[config.mk]
export PLATFORM = sky130hd
export DESIGN_NAME = wide_add_sequencer
export DESIGN_NICKNAME = d
export VERILOG_FILES = /design/src/rtl/wide_add_pkg.sv /design/src/rtl/wide_add_sequencer_adder.sv /design/src/rtl/wide_add_sequencer.sv
export SDC_FILE = /design/constraint.sdc
export NUM_CORES = 1
export LEC_CHECK = 0
export CAP_MARGIN = 5
export CORE_MARGIN = 2
export CORE_UTILIZATION = 46
export DETAILED_ROUTE_END_ITERATION = 10
export PLACE_DENSITY = 0.76
export SLEW_MARGIN = 15
export SYNTH_ARGS = -nofsm -noshare
export SYNTH_HDL_FRONTEND = slang
export SYNTH_HIERARCHICAL = 1
export SYNTH_SLANG_ARGS = --single-unit
[constraint.sdc]
create_clock -name clk -period 3.3 [get_ports clk]
set_input_delay 0.66 -clock clk [delete_from_list [all_inputs] [get_ports clk]]
set_output_delay 0.66 -clock clk [all_outputs]
set_load 0.01 [all_outputs]
[src/rtl/wide_add_pkg.sv]
// Shared definitions for the wide-operand adder sequencer: chunk width, FSM state type
// and the per-chunk carry/sign-carry helper.
package wide_add_pkg;

  localparam int CHUNK = 16;

  typedef enum logic [1:0] {
    IDLE = 2'd0,
    RUN  = 2'd1,
    DONE = 2'd2
  } state_e;

  // Returns {carry out of bit 15, carry into bit 15}, recovered from the MSBs of a chunk add.
  function automatic logic [1:0] chunk_carry(input logic a15, input logic b15, input logic s15);
    logic c15;
    c15 = s15 ^ a15 ^ b15;
    return {(a15 & b15) | ((a15 ^ b15) & c15), c15};
  endfunction

endpackage

[src/rtl/wide_add_sequencer_adder.sv]
// 16-bit Kogge-Stone prefix adder with carry-in; the datapath shared by every chunk.
module wide_add_sequencer_adder
  import wide_add_pkg::*;
(
  input  logic             cin,
  input  logic [CHUNK-1:0] a,
  input  logic [CHUNK-1:0] b,
  output logic [CHUNK-1:0] s,
  output logic             cout
);

  logic [CHUNK-1:0] g_lvl [0:4];
  logic [CHUNK-1:0] p_lvl [0:3];

  // Carry-in folds into bit 0's generate so the prefix tree yields true carries.
  assign p_lvl[0] = a ^ b;
  assign g_lvl[0] = (a & b) | {{(CHUNK-1){1'b0}}, p_lvl[0][0] & cin};

  for (genvar lvl = 0; lvl < 4; lvl++) begin : g_level
    localparam int DIST = 1 << lvl;
    for (genvar i = 0; i < CHUNK; i++) begin : g_bit
      if (i >= DIST) begin : g_merge
        assign g_lvl[lvl+1][i] = g_lvl[lvl][i] | (p_lvl[lvl][i] & g_lvl[lvl][i-DIST]);
      end else begin : g_pass
        assign g_lvl[lvl+1][i] = g_lvl[lvl][i];
      end
      if (lvl < 3) begin : g_prop
        if (i >= DIST) begin : g_pmerge
          assign p_lvl[lvl+1][i] = p_lvl[lvl][i] & p_lvl[lvl][i-DIST];
        end else begin : g_ppass
          assign p_lvl[lvl+1][i] = p_lvl[lvl][i];
        end
      end
    end
  end

  assign s    = p_lvl[0] ^ {g_lvl[4][CHUNK-2:0], cin};
  assign cout = g_lvl[4][CHUNK-1];

endmodule

[src/rtl/wide_add_sequencer.sv]
// Adds (or, with WIDE_ADD_SUB_EN defined, subtracts) WIDTH-bit operands one 16-bit chunk
// per cycle through a single prefix adder, LSB chunk first, with valid/ready on both sides.
module wide_add_sequencer
  import wide_add_pkg::*;
#(
  parameter int WIDTH = 64
) (
  input  logic             clk,
  input  logic             reset_n,
  input  logic             in_valid,
  output logic             in_ready,
  input  logic [WIDTH-1:0] op_a,
  input  logic [WIDTH-1:0] op_b,
  input  logic             sub,
  output logic             out_valid,
  input  logic             out_ready,
  output logic [WIDTH-1:0] sum,
  output logic             cout,
  output logic             ovf
);

  localparam int NCHUNK = WIDTH / CHUNK;
  localparam int IDXW   = (NCHUNK > 1) ? $clog2(NCHUNK) : 1;
  localparam logic [IDXW-1:0] LAST_IDX = IDXW'(NCHUNK - 1);

  state_e           state_q, state_d;
  logic [IDXW-1:0]  idx_q, idx_d;
  logic             carry_q, carry_d;
  logic [WIDTH-1:0] a_q, a_d;
  logic [WIDTH-1:0] b_q, b_d;
  logic [WIDTH-1:0] sum_q, sum_d;
  logic             cout_q, cout_d;
  logic             ovf_q, ovf_d;

  logic             eff_sub_s;
  logic [CHUNK-1:0] chunk_a_s;
  logic [CHUNK-1:0] chunk_b_s;
  logic [CHUNK-1:0] chunk_s_s;
  logic [1:0]       chunk_c_s;
  logic             chunk_cout_unused_s;

`ifdef WIDE_ADD_SUB_EN
  assign eff_sub_s = sub;
`else
  logic sub_unused_s;
  assign sub_unused_s = sub;
  assign eff_sub_s    = 1'b0;
`endif

  assign chunk_a_s = a_q[idx_q*CHUNK +: CHUNK];
  assign chunk_b_s = b_q[idx_q*CHUNK +: CHUNK];

  wide_add_sequencer_adder u_adder (
    .cin  (carry_q),
    .a    (chunk_a_s),
    .b    (chunk_b_s),
    .s    (chunk_s_s),
    .cout (chunk_cout_unused_s)
  );

  // The adder's own carry-out is not trusted; the chunk carry is re-derived from the MSBs.
  assign chunk_c_s = chunk_carry(chunk_a_s[CHUNK-1], chunk_b_s[CHUNK-1], chunk_s_s[CHUNK-1]);

  // Next-state and datapath update for the IDLE/RUN/DONE sequencer.
  always_comb begin
    state_d = state_q;
    idx_d   = idx_q;
    carry_d = carry_q;
    a_d     = a_q;
    b_d     = b_q;
    sum_d   = sum_q;
    cout_d  = cout_q;
    ovf_d   = ovf_q;
    case (state_q)
      IDLE: begin
        if (in_valid) begin
          a_d     = op_a;
          b_d     = eff_sub_s ? ~op_b : op_b;
          carry_d = eff_sub_s;
          idx_d   = IDXW'(0);
          sum_d   = {WIDTH{1'b0}};
          state_d = RUN;
        end else begin
          state_d = IDLE;
        end
      end
      RUN: begin
        sum_d[idx_q*CHUNK +: CHUNK] = chunk_s_s;
        carry_d = chunk_c_s[1];
        if (idx_q == LAST_IDX) begin
          cout_d  = chunk_c_s[1];
          ovf_d   = chunk_c_s[1] ^ chunk_c_s[0];
          state_d = DONE;
        end else begin
          idx_d   = idx_q + IDXW'(1);
          state_d = RUN;
        end
      end
      DONE: begin
        if (out_ready) begin
          state_d = IDLE;
        end else begin
          state_d = DONE;
        end
      end
      default: begin
        state_d = IDLE;
      end
    endcase
  end

  // State and result registers with synchronous active-low reset.
  always_ff @(posedge clk) begin
    if (!reset_n) begin
      state_q <= IDLE;
      idx_q   <= IDXW'(0);
      carry_q <= 1'b0;
      a_q     <= {WIDTH{1'b0}};
      b_q     <= {WIDTH{1'b0}};
      sum_q   <= {WIDTH{1'b0}};
      cout_q  <= 1'b0;
      ovf_q   <= 1'b0;
    end else begin
      state_q <= state_d;
      idx_q   <= idx_d;
      carry_q <= carry_d;
      a_q     <= a_d;
      b_q     <= b_d;
      sum_q   <= sum_d;
      cout_q  <= cout_d;
      ovf_q   <= ovf_d;
    end
  end

  assign in_ready  = (state_q == IDLE);
  assign out_valid = (state_q == DONE);
  assign sum       = sum_q;
  assign cout      = cout_q;
  assign ovf       = ovf_q;

endmodule
# == Yosys cells after proc, flatten, opt, wreduce, memory -nomap -nowiden ==
# Cells that the tools add are included.
# op_classes
bitwise_logic,133
n_eq_ne,5
addsub,2
n_mux,12
n_reduce_logical,6
shift,4
# ops
cell,n
one-hot mux 64 bit (2 select lines),1
indexed part select 64 x 7 -> 16 bit,2
AND 1 bit,79
bitwise mux 64 bit,1
two-way mux 64 bit,1
"variable shift 16 x 34 -> 64 bit, first input constant",1
indexed part select 16 x 34 -> 64 bit,1
bitwise OR 1 bit,46
negator 6 -> 34 bit,1
bitwise XOR 16 bit,2
AND 15 bit,1
bitwise OR 15 x 1 -> 15 bit,1
two-way mux 2 bit,4
one-hot mux 2 bit (3 select lines),1
AND reduction 2 bit,3
"== test 2 bit, second input constant",2
"!= test 2 bit, second input constant",2
one-hot mux 2 bit (2 select lines),1
bitwise XOR 1 bit,4
AND reduction 3 bit,1
"adder 2 x 1 -> 2 bit, second input constant",1
"== test 2 x 1 -> 1 bit, second input constant",1
zero test 2 bit,1
two-way mux 1 bit,2
2 further kinds,2
# word_totals
wordCells,170
reg_bits,199
in_bits,133
output_inout_bits,68

# == Longest topological paths before layout ==
# logic_depth
ltp_word,17
mapped_depth,14
ltp_nobuf,11

# == Hierarchy ==
# The synthesis kept the hierarchy.
# modules_own_cells
module,seq_area_each_um2,instances,area_each_um2,cells_each
wide_add_sequencer,3983.8,1,8518.2,941
wide_add_sequencer_adder,0.0,1,837.1,107

# == Least setup slack after synthesis ==
# Ideal clock, no wire load.
# synth_path
path_kind,register to register
startpoint,register idx_q[1]
endpoint,register carry_q
synth_period_minus_slack_ps,3483
setup_slack_ps,-183
path_stages_with_launch,14
setup_ps,117
n_path_buf,3
t_required_ps,3183
arrival_time_ps,3366
path_cell_list,dfxtp_1 buf_6 buf_2 buf_2 mux4_1 fa_1 a211oi_1 o211ai_1 a21oi_2 o21bai_1 xnor2_1 inv_1 maj3_2 a32o_1
# synth_between
elab_chain_len,16
elab_cells_between_ends,53
cone_classes,2 x shift; 1 x mux; 50 x bitwise
# synth_rtl
element,line,source
start: declaration,wide_add_sequencer.sv:27,"logic [IDXW-1:0] idx_q, idx_d;"
start signal: assignment,wide_add_sequencer.sv:125,idx_q <= idx_d;
indexed part select 64 x 7 -> 16 bit (*),wide_add_sequencer.sv:50,assign chunk_a_s = a_q[idx_q*CHUNK +: CHUNK];
net chunk_a_s[0],wide_add_sequencer.sv:36,logic [CHUNK-1:0] chunk_a_s;
bitwise XOR 16 bit,wide_add_sequencer_adder.sv:16,assign p_lvl[0] = a ^ b;
AND 1 bit,wide_add_sequencer_adder.sv:17,"assign g_lvl[0] = (a & b) | {{(CHUNK-1){1'b0}}, p_lvl[0][0] & cin};"
bitwise OR 15 x 1 -> 15 bit (*),wide_add_sequencer_adder.sv:17,
AND 1 bit (*),wide_add_sequencer_adder.sv:23,assign g_lvl[lvl+1][i] = g_lvl[lvl][i] | (p_lvl[lvl][i] & g_lvl[lvl][i-DIST]);
bitwise OR 1 bit (*),wide_add_sequencer_adder.sv:23,
AND 1 bit (*),wide_add_sequencer_adder.sv:23,
bitwise OR 1 bit (*),wide_add_sequencer_adder.sv:23,
AND 1 bit (*),wide_add_sequencer_adder.sv:23,
bitwise OR 1 bit (*),wide_add_sequencer_adder.sv:23,
bitwise XOR 16 bit (*),wide_add_sequencer_adder.sv:37,"assign s = p_lvl[0] ^ {g_lvl[4][CHUNK-2:0], cin};"
net chunk_s_s[15],wide_add_sequencer.sv:38,logic [CHUNK-1:0] chunk_s_s;
bitwise XOR 1 bit (*) (2 in a row),wide_add_pkg.sv:16,c15 = s15 ^ a15 ^ b15;
AND 1 bit (*),wide_add_pkg.sv:17,"return {(a15 & b15) | ((a15 ^ b15) & c15), c15};"
bitwise OR 1 bit (*),wide_add_pkg.sv:17,
one-hot mux 1 bit (2 select lines) (*),wide_add_sequencer.sv:74,case (state_q)
end signal: assignment,wide_add_sequencer.sv:126,carry_q <= carry_d;
end: declaration,wide_add_sequencer.sv:28,"logic carry_q, carry_d;"
# The timed path passes the listed nets; every way through them passes the cells marked *.
# A chain may end at the register's enable or synchronous reset.

# == Worst setup path after layout ==
# layout_path
startpoint,register idx_q[0]
endpoint,register carry_q
# layout_between
elab_chain_len,16
elab_cells_between_ends,53
cone_classes,2 x shift; 1 x mux; 50 x bitwise
# layout_rtl
element,line
indexed part select 64 x 7 -> 16 bit (*),wide_add_sequencer.sv:50
net chunk_a_s[1],wide_add_sequencer.sv:36
AND 15 bit,wide_add_sequencer_adder.sv:17
bitwise OR 15 x 1 -> 15 bit,wide_add_sequencer_adder.sv:17
AND 1 bit,wide_add_sequencer_adder.sv:23
bitwise OR 1 bit,wide_add_sequencer_adder.sv:23
bitwise OR 1 bit (*),wide_add_sequencer_adder.sv:23
AND 1 bit (*),wide_add_sequencer_adder.sv:23
bitwise OR 1 bit (*),wide_add_sequencer_adder.sv:23
AND 1 bit (*),wide_add_sequencer_adder.sv:23
bitwise OR 1 bit (*),wide_add_sequencer_adder.sv:23
bitwise XOR 16 bit (*),wide_add_sequencer_adder.sv:37
net chunk_s_s[15],wide_add_sequencer.sv:38
bitwise XOR 1 bit (*) (2 in a row),wide_add_pkg.sv:16
AND 1 bit (*),wide_add_pkg.sv:17
bitwise OR 1 bit (*),wide_add_pkg.sv:17
one-hot mux 1 bit (2 select lines) (*),wide_add_sequencer.sv:74
# Marks and branches as above.

==> summary.md <==
| Metric | Value |
|---|---|
| Status | `finished clean` |
| Rows | `52` |
| Hold Fails Final Rpt | `0` |
| Final Setup Violations | `0` |
| Gp weighted congestion | `0.8355` |
| Switching part of the total power | `0.2720` |
| Worst-margin pin slew | `0.7055 ns` |
| Max Clock Skew | `0.009859 ns` |
| IO Pins | `201` |
| Clk pwr share | `0.378` |
| Pins over their slew limit | `0` |
| Worst setup EP type | `flip-flop` |
| Synthesis Warnings | `6` |
| Crit Path Max Fanout | `5` |
| Avg Inst Size Synth | `8.935 um2` |
| DR iter-0 viols | `620` |
| CP Data Arrival Time | `3.51 ns` |
| Total track usage | `0.2293` |
| Syn Inst Count | `1044` |
| H-Tree Depth | `4` |
| LEAKAGE | `4.331 nW` |
| Vias/cell | `5.332` |
| Overflow after GRT | `0` |
| Synth Cell Area | `9328 um2` |
| Final WS setup | `0.1197 ns` |
| Worst hold path class | `flip-flop to flip-flop` |
| Final non-filler cell total | `1491` |
| Tmin final | `3.180 ns` |
| IO Port Bufs | `199` |
| Crit share post-route | `0.9637` |
| Final hold slack | `0.4609 ns` |
| CTS max path bufs | `2` |
| First-pass DRT Iterations | `5` |
| Drt drc | `0` |
| Starting Density | `0.4655` |
| Internal | `4.008 mW` |
| # placed instances | `1458` |
| Chip width | `146.4 um` |
| Initial antenna violation count | `0` |
| First-pass GRT wire length | `39360 um` |
| Antenna diodes | `0` |
| DRT antenna net count | `0` |
| Wire per inst | `16.53 um` |
| Pre-CTS setup slack | `0.02487 ns` |
| CTS buffer count | `17` |
| Max VDD drop | `0.3613 mV` |
| Largest net degree at the start of global routing | `129` |
| Die area | `21430 um2` |
| Final HPWL DP | `17460 um` |
| Via count | `7950` |
| Worst path slowest cell | `mux4_2` |
| Layout cells sized above 1 | `0.1032` |
| Slew HR | `0.5203` |
| Area Overhead vs Synth | `31.09%` |
| Worst-path clk slew | `0.07 ns` |
| CP Launch Type | `flip-flop` |
| CP required | `3.63 ns` |
| CP max stage delay | `0.55 ns` |
| Filler Cells Inserted | `1762` |
| Critical path, cell by cell | `buf_4 > mux4_2 > ha_1 > a211oi_2 > o211ai_1 > a21oi_2 > o21bai_1 > xnor2_1 > inv_1 > maj3_2 > a32o_1` |
| Gate power share | `0.157` |
| Die H | `146.4 um` |
| Portion of total power attributed to sequential cells | `0.465` |
| Fmax | `0.3144 GHz` |
| CTS tree | `built` |
| Pwr dens | `450.2 nW/um2` |
| Clock sinks | `199` |
| Critical setup path kind | `flip-flop to flip-flop` |
| DRT Wirelength | `24650 um` |
| Switching Power | `1.497 mW` |
| Fin nets | `1364` |
| RSZ-0062 raised after global routing | `yes` |
| Vias in the first global route | `7634` |
| Clock Tree Root | `clkbuf_16` |
| Core area | `20040 um2` |
| Synthesized net count | `1200` |
| Max_cap viols | `0` |
| Later-pin clock latency in the skew report | `0.44 ns` |
-- layer usage --
| layer | vias up | track usage | part of all wire |
|---|---|---|---|
| li1 | 3936 | - | - |
| met1 | 3733 | 0.3059 | 0.45 |
| met2 | 253 | 0.3783 | 0.48 |
| met3 | 28 | 0.03906 | 0.053 |
| met4 | 0 | 0.08010 | 0.017 |
| met5 | - | 0 | 0 |
-- what timing repair did --
action	in CTS	in global routing
endpoints found under the hold margin	0	0
setup buffers	0	1
gates resized for setup	0	8
hold buffers	0	0
endpoints found under the setup margin	0	11
-- worst max-delay path: cells and delay by family (launching register included) --
family / cells / cell delay [ns]
buf+inv: 2 / 0.26
xor+xnor: 1 / 0.20
compound gates: 5 / 0.98
fa+ha+maj: 2 / 0.68
flops: 1 / 0.40
mux: 1 / 0.55
-- state kept, by name (all words and copies together), names as in the netlist --
register,cells
sum,64
carry_q,1
ovf,1
idx_q,2
cout,1
a_q,64
state_q,2
b_q,64
-- layout make-up --
| type | instances | area, um2 | area share |
|---|---|---|---|
| inverters | 13 | 48.80 | 0.003991 |
| clock buffers | 18 | 429.2 | 0.03510 |
| clock inverters | 14 | 156.4 | 0.01279 |
| repair buffers | 235 | 2321 | 0.1898 |
| flip-flops and latches | 199 | 3990 | 0.3263 |
| multi-input cells | 742 | 4945 | 0.4044 |
| well taps | 270 | 337.8 | 0.02763 |
-- stage by stage --
stage,utilization,TNS [ns],total power [mW],instance area (um2)
5_1_grt,0.6102,-0.03309,5.715,12230
4_1_cts,0.6075,0,5.510,12170
3_3_place_gp,0.5783,0,3.445,11590
2_1_floorplan,-,0,3.076,9350
6_report,0.6102,0,5.505,12230
3_5_place_dp,0.5783,0,3.461,11590
-- cell usage in the layout, fill, tap and decap left out, types with 3 or more instances in the layout --
master,n
nand4_1,3
o21ai_0,68
a21boi_0,191
mux2i_1,4
a21boi_1,3
clkbuf_16,17
o211ai_2,4
xor2_1,3
and3b_1,3
xnor2_1,8
inv_8,3
inv_6,6
nand2_1,265
nand3_1,67
a21oi_2,4
nor2_1,7
a21oi_1,9
nor2b_1,4
mux4_2,31
buf_4,31
buf_12,4
dfxtp_1,196
clkdlybuf4s50_1,198
inv_1,13
ha_1,19
-- power groups by stage --
stage	clock network, mW	registers [mW]	logic [mW]
final	2.08	2.56	0.866
after global routing	2.20	2.57	0.942
after CTS	2.10	2.56	0.853
after detailed placement	0	2.61	0.847
after global placement	0	2.61	0.837
after floorplan	0	2.59	0.483
-- path summary, 6_finish.rpt --
path                                            start                    to  slack (ns)  depth (start not counted)
worst max register to register  idx_q[0]$_SDFFE_PN0P_  carry_q$_SDFFE_PN0P_        0.12                         11
worst min-delay path             a_q[60]$_SDFFE_PN0P_  a_q[60]$_SDFFE_PN0P_        0.46                          2
worst max-delay path            idx_q[0]$_SDFFE_PN0P_  carry_q$_SDFFE_PN0P_        0.12                         11
worst min register to register   a_q[60]$_SDFFE_PN0P_  a_q[60]$_SDFFE_PN0P_        0.46                          2
(Power assumes the default switching activity.)
